[src/rtl/imem_pkg.sv]
// Shared types and constants for the instruction-memory server.
package imem_pkg;

  localparam int IMEM_DEPTH   = 64;
  localparam int IMEM_AW      = 6;
  localparam int IMEM_DW      = 32;
  localparam int IMEM_LAT_MIN = 1;
  localparam int IMEM_LAT_MAX = 4;
  // Wide enough to hold LATENCY-1 for the largest legal latency.
  localparam int IMEM_CW      = $clog2(IMEM_LAT_MAX);

  typedef enum logic [1:0] {
    IDLE = 2'd0,
    WAIT = 2'd1,
    RESP = 2'd2
  } state_e;

endpackage

[src/rtl/imem_array.sv]
// Instruction word storage: one synchronous write port, one asynchronous read port.
module imem_array
  import imem_pkg::*;
#(
  parameter int DEPTH = IMEM_DEPTH,
  parameter int AW    = IMEM_AW,
  parameter int DW    = IMEM_DW
) (
  input  logic          clk,
  input  logic          we_i,
  input  logic [AW-1:0] waddr_i,
  input  logic [DW-1:0] wdata_i,
  input  logic [AW-1:0] raddr_i,
  output logic [DW-1:0] rdata_o
);

  logic [DW-1:0] mem_q [DEPTH];

  // No reset: program contents survive a server reset.
  always_ff @(posedge clk) begin
    if (we_i) begin
      mem_q[waddr_i] <= wdata_i;
    end
  end

  assign rdata_o = mem_q[raddr_i];

endmodule

[src/rtl/imem_server.sv]
// Single-outstanding instruction fetch server with fixed response latency
// and a program-load write port that has priority over fetch acceptance.
module imem_server
  import imem_pkg::*;
#(
  parameter int LATENCY = 2,
  parameter int DEPTH   = IMEM_DEPTH
) (
  input  logic               clk,
  input  logic               reset,
  input  logic               req_valid,
  output logic               req_ready,
  input  logic [31:0]        req_addr,
  output logic               resp_valid,
  input  logic               resp_ready,
  output logic [31:0]        resp_data,
  output logic               resp_err,
  input  logic               load_valid,
  input  logic [IMEM_AW-1:0] load_addr,
  input  logic [IMEM_DW-1:0] load_data
);

  localparam logic [IMEM_CW-1:0] CNT_INIT = IMEM_CW'(LATENCY - 1);
  localparam logic [IMEM_CW-1:0] CNT_ONE  = IMEM_CW'(1);

  state_e             state_q, state_d;
  logic [IMEM_CW-1:0] cnt_q, cnt_d;
  logic [31:0]        data_q, data_d;
  logic               err_q, err_d;
  logic [31:0]        rd_data;
  logic               addr_bad;

  imem_array #(
    .DEPTH (DEPTH),
    .AW    (IMEM_AW),
    .DW    (IMEM_DW)
  ) u_array (
    .clk     (clk),
    .we_i    (load_valid & ~reset),
    .waddr_i (load_addr),
    .wdata_i (load_data),
    .raddr_i (req_addr[7:2]),
    .rdata_o (rd_data)
  );

  assign addr_bad = (req_addr[1:0] != 2'b00) || (req_addr[31:8] != 24'h0);

  always_comb begin
    state_d    = state_q;
    cnt_d      = cnt_q;
    data_d     = data_q;
    err_d      = err_q;
    req_ready  = 1'b0;
    resp_valid = 1'b0;
    case (state_q)
      IDLE: begin
        // A program load in the same cycle always wins over a fetch.
        req_ready = ~load_valid;
        if (req_valid && !load_valid) begin
          data_d = addr_bad ? 32'h0 : rd_data;
          err_d  = addr_bad;
          if (LATENCY == 1) begin
            state_d = RESP;
          end else begin
            state_d = WAIT;
            cnt_d   = CNT_INIT;
          end
        end
      end
      WAIT: begin
        if (cnt_q == CNT_ONE) begin
          state_d = RESP;
          cnt_d   = '0;
        end else begin
          cnt_d = cnt_q - CNT_ONE;
        end
      end
      RESP: begin
        resp_valid = 1'b1;
        if (resp_ready) begin
          state_d = IDLE;
        end
      end
      default: begin
        state_d = IDLE;
        cnt_d   = '0;
      end
    endcase
  end

  always_ff @(posedge clk or posedge reset) begin
    if (reset) begin
      state_q <= IDLE;
      cnt_q   <= '0;
      data_q  <= 32'h0;
      err_q   <= 1'b0;
    end else begin
      state_q <= state_d;
      cnt_q   <= cnt_d;
      data_q  <= data_d;
      err_q   <= err_d;
    end
  end

  assign resp_data = data_q;
  assign resp_err  = err_q;

endmodule

[config.mk]
export PLATFORM = sky130hd
export DESIGN_NAME = imem_server
export DESIGN_NICKNAME = d
export VERILOG_FILES = /design/src/rtl/imem_pkg.sv /design/src/rtl/imem_array.sv /design/src/rtl/imem_server.sv
export SDC_FILE = /design/constraint.sdc
export NUM_CORES = 2
export LEC_CHECK = 0
export ABC_AREA = 1
export CAP_MARGIN = 20
export CORE_ASPECT_RATIO = 0.6
export CORE_MARGIN = 4
export CORE_UTILIZATION = 55
export CTS_CLUSTER_DIAMETER = 60
export DETAILED_ROUTE_END_ITERATION = 12
export GPL_ROUTABILITY_DRIVEN = 0
export PLACE_DENSITY = 0.71
export SLEW_MARGIN = 20
export SYNTH_ARGS = -nofsm -noshare
export SYNTH_HDL_FRONTEND = slang
export SYNTH_SLANG_ARGS = --single-unit
[constraint.sdc]
create_clock -name clk -period 1.75 [get_ports clk]
set_input_delay 0.35 -clock clk [delete_from_list [all_inputs] [get_ports clk]]
set_output_delay 0.35 -clock clk [all_outputs]
set_load 0.05 [all_outputs]
After elaboration in Yosys (flattened, before gate mapping)
Memories as Yosys holds them, arrays and structs flattened.
Cells that the tools add are included.
Storage, ports and cells
  flip-flop bits (word level): 37
  RAM bits: 2048
  bits of input ports: 75
  output and inout bits: 35
  word-level logic and storage cells: 36
  memories kept: 1
Memory list
  u_array.mem_q: words 64, width 32, rd ports 1, clocked after memory_dff 0, wr ports 1, line imem_array.sv:17  | logic [DW-1:0] mem_q [DEPTH];
Operators by class
  add/sub/neg operators: 1
  eq/ne operators: 6
  mux-type cells: 11
  bitwise gates (word level): 4
  reductions and logical operators: 9
Operator list (number)
  32-bit two-way mux: 1
  24-bit nonzero test: 1
  2-bit case mux with 3 select lines: 2
  2-bit two-way mux: 4
  2-bit inequality test, second input constant: 3
  2-bit by 1-bit == test with 1-bit output, second input constant: 2
  1-bit two-way mux: 4
  2-bit AND reduction: 2
  1-bit NOT: 3
  3-bit AND reduction: 1
  2-bit == test, second input constant: 1
  2-bit logical NOT: 1
  2-bit nonzero test: 1
  2-bit by 1-bit subtractor with 2-bit output, second input constant: 1
  1-bit AND: 1
  1-bit logical AND: 1
  1-bit logical NOT: 1
  1-bit logical OR: 1

Logic depth before layout (Yosys ltp)
  depth after elaboration: 4
  mapped depth: 15
  depth with buffers taken out: 11

Modules after synthesis
From an unflattened synthesis, not the netlist that was laid out.
Second synthesis, totals
  cell total of the unflattened synthesis: 6999
  area, all modules: 84143.2 sq um
Modules (own cells, without submodules)
  imem_array: times used 1, cells each 6737, area each 82097.5 sq um
  imem_server: times used 1, cells each 262, area each 2045.7 sq um

Worst setup path before layout
OpenSTA, ideal clock, no wires.
  kind: input to register
  start: input load_valid
  end: memory u_array.mem_q[0][0] (netlist bit), enable pin
  library setup time: 421 ps
  data arrival time: 2380 ps
  data required time: 1329 ps
  setup slack: -1051 ps
  cell stages on the path: 4
  cell sequence: inv_1 -> nor2_1 -> nand4_1 -> nor2_1
Between the ends
  word-level cells in the longest chain between the ends: 3
Ends and longest elaborated chain
  start: declaration: line imem_server.sv:18  | input logic load_valid,
  1-bit AND: line imem_server.sv:39  | .we_i (load_valid & ~reset),
  1-bit two-way mux: line imem_array.sv:21  | if (we_i) begin
  1-bit two-way mux (not written as such): line imem_array.sv:22  | mem_q[waddr_i] <= wdata_i;
  end: declaration: line imem_array.sv:17
No other way between the ends.

Final worst setup path
  start: register state_q[1]
  end: output req_ready
Between the ends
  word-level cells in the longest chain between the ends: 2
Ends and longest elaborated chain
  start: declaration: line imem_server.sv:26  | state_e state_q, state_d;
  start signal: assignment: line imem_server.sv:98  | state_q <= state_d;
  2-bit logical NOT: line imem_server.sv:55  | case (state_q)
  1-bit two-way mux: line imem_server.sv:55
  end: declaration: line imem_server.sv:12  | output logic req_ready,
No other way between the ends.

==> results.cfg <==
[hold_path]
hold_class = input pin to flip-flop
hold_path_depth = 2

[timing]
min_period_ns = 2.035
fin_ws_ns = -0.2850
setup_viol_count_final = 61
maxSlewViolCount = 0
max_slew_margin_pct = 50.58
rsz0062_at_grt = true
fin_crit_sh_pct = 116.3
worst_pin_slew_ns = 0.7413
fmax_mhz = 491.4
timing.clock.skew_ns = 0.01599
hold_viol = 0

[power_and_ir_drop]
vdd_drop_max_mv = 0.9468
cellLeakagePower_nw = 36.72
design_power_total_mw = 101.8
p_per_area_nw_per_um2 = 1020

[detailed_routing]
firstDrtPassIters = 9
drt-initial-drc-count = 9408
routedWlPerCell_um = 24.47
num_vias = 58850
wl_um = 239200
postRouteAntennaNets = 0
vias_per_cell = 6.019
drcViolationCount = 0

[synth]
syn_inst = 7149
synth-seq-cells = 2085
yosys.area.top_type_share_pct = 73.03
ys.warnings.count = 0
syn_nets = 7225
synth_edf_count = 2048
synth_cell_types = 22
async_reset_ff_share_pct = 1.775
syn_avg_cell_area_um2 = 11.78
ys_top_cells_by_count = nand2_1 (2791), edfxtp_1 (2048), nand3_1 (1689), buf_2 (286), nor2_1 (84)
netlist_area_um2 = 84210
synthTopCellsByArea = edfxtp_1 (73%), nand2_1 (12%), nand3_1 (10%), buf_2 (1.7%), dfrtp_1 (1.1%)
synth.most_common_cell = nand2_1
ys.flop_type = edfxtp_1
synth_area_leader_cell = edfxtp_1
synth.yosys.seq_area_share_pct = 74.13

[floorplan]
num_rows = 110
initial_core_util_pct = 55.78
dieHeight_um = 311.1
die_area_um2 = 159600
ios = 110
core_um2 = 151000
die_w_um = 513.2

[grt]
grt_pass1_wl_um = 354500
grt_overflow = 0
grt_max_degree = 65
grt_pass1_vias = 55220
grt_usage_pct = 29.38
antenna_found_initial = 5

[critical_path]
crit_path_start_kind = flip-flop
r2r_setup_slack_ns = -0.19
cp_max_fo = 2
cp.arrival_ns = 1.69
crit_path_end_kind = primary output
r2r_cells = 11
crit_required_ns = 1.40
worst-setup-path-type = flip-flop to primary output

[clock_network]
cts_tree = done
clock-root-buffer = clkbuf_16
clkSlewWorstSetupHoldPaths_ns = 0.06
cts.sinks = 2085
clock_tree.buffer_depth = 3
insertion_delay_ns = 0.80
cts_made_buffers = 177
htree_num_levels = 4

[finish]
finalNetCount = 7692
fin_area_um2 = 99730
final_layout_size_suffix_gt1_share_pct = 13.83
areaGrowthSynthToFinish_pct = 18.42
final_cells = 9777
post-route-util_pct = 66.05

[placed_design]
io_buffers = 109
placed_area_um2 = 93480
dp_hpwl_um = 148300
dp.cells = 9426
preCtsSetupSlack_ns = -0.9241

[run_status]
violations = setup timing
outcome = finished with violations

[run]
max_cap_violations = 0
-- worst max-delay path, cell delays in order, from the launching register on --
cell     delay [ns]
dfrtp_1        0.40
nor2_2         0.18
inv_2          0.08
nor2_4         0.10
buf_12         0.14
-- through the flow --
stage / hold slack, ns / setup TNS (ns)
floorplan: 0.4474 / -1074.46
global route: 0.04276 / -9.363
global placement: 0.4930 / -1030.68
finish: 0.05241 / -5.834
CTS: 0.02082 / -2.586
detailed placement: 0.4820 / -1144.57
-- flip-flops by register name, indices dropped and copies added (netlist names) --
signal	flops
cnt_q	2
resp_data	32
resp_err	1
state_q	2
u_array.mem_q	2048
-- report_power, final --
group | switching [mW] | internal, mW
Clock | 17.7 | 21.0
Sequential | 0.0750 | 55.0
Combinational | 5.36 | 2.67
-- worst paths after layout --
| check | end | startpoint |
|---|---|---|
| max in group asynchronous | resp_data[22]$_DFFE_PP0P_ | reset |
| worst min-delay path | u_array.mem_q[11][16]$_DFFE_PP_ | load_data[16] |
| worst max register to register | resp_data[9]$_DFFE_PP0P_ | state_q[1]$_DFFE_PP0P_ |
| min in group asynchronous | resp_data[16]$_DFFE_PP0P_ | reset |
| worst min register to register | resp_data[9]$_DFFE_PP0P_ | resp_data[9]$_DFFE_PP0P_ |
| worst max-delay path | req_ready | state_q[1]$_DFFE_PP0P_ |
-- cell families after synthesis --
| group | after synthesis | share of synthesized area (%) |
|---|---|---|
| AO/OA/AOI/OAI | 5 | 0.03268 |
| adder cells (fa/ha/maj) | 1 | 0.01486 |
| buffers and inverters | 472 | 2.813 |
| flip-flops | 2085 | 74.13 |
| AND/OR/NAND/NOR | 4586 | 23.01 |
-- area by class of cell --
type	count	area (µm²)
fillers	10550	51250
repair buffers	739	8984
flip-flops and latches	2085	62460
diodes	4	10.01
multi-input cells	4592	20080
clock buffers	226	4793
clock inverters	94	752.0
inverters	21	125.1
well taps	2016	2522
-- layout by cell type (no fill, tap or decap), types with 12 or more instances in the layout --
master,n
nor2_4,70
nand3_2,20
clkbuf_1,40
clkinv_1,40
nand2_1,2789
inv_1,12
nand3_1,1667
buf_12,252
clkinv_2,31
buf_2,32
dfrtp_2,27
buf_4,370
clkdlybuf4s50_1,36
clkbuf_16,188
edfxtp_1,2048
buf_6,30
-- what timing repair did --
| action | CTS | global route |
|---|---|---|
| setup endpoints to repair | 45 | 66 |
| resized for setup | 76 | 40 |
| hold buffers | 5 | 0 |
| gates cloned | 0 | 4 |
| setup buffers | 8 | 10 |
| pin swaps | 3 | 27 |
| hold endpoints to repair | 66 | 0 |
-- metal layers --
layer	up-vias	wire, µm	track usage, %
met2	4083	103200	42.61
met1	28330	96610	44.89
li1	26020	-	-
met5	-	0	0
met3	418	33070	6.795
met4	0	6362	8.079
(Power assumes the default switching activity.)
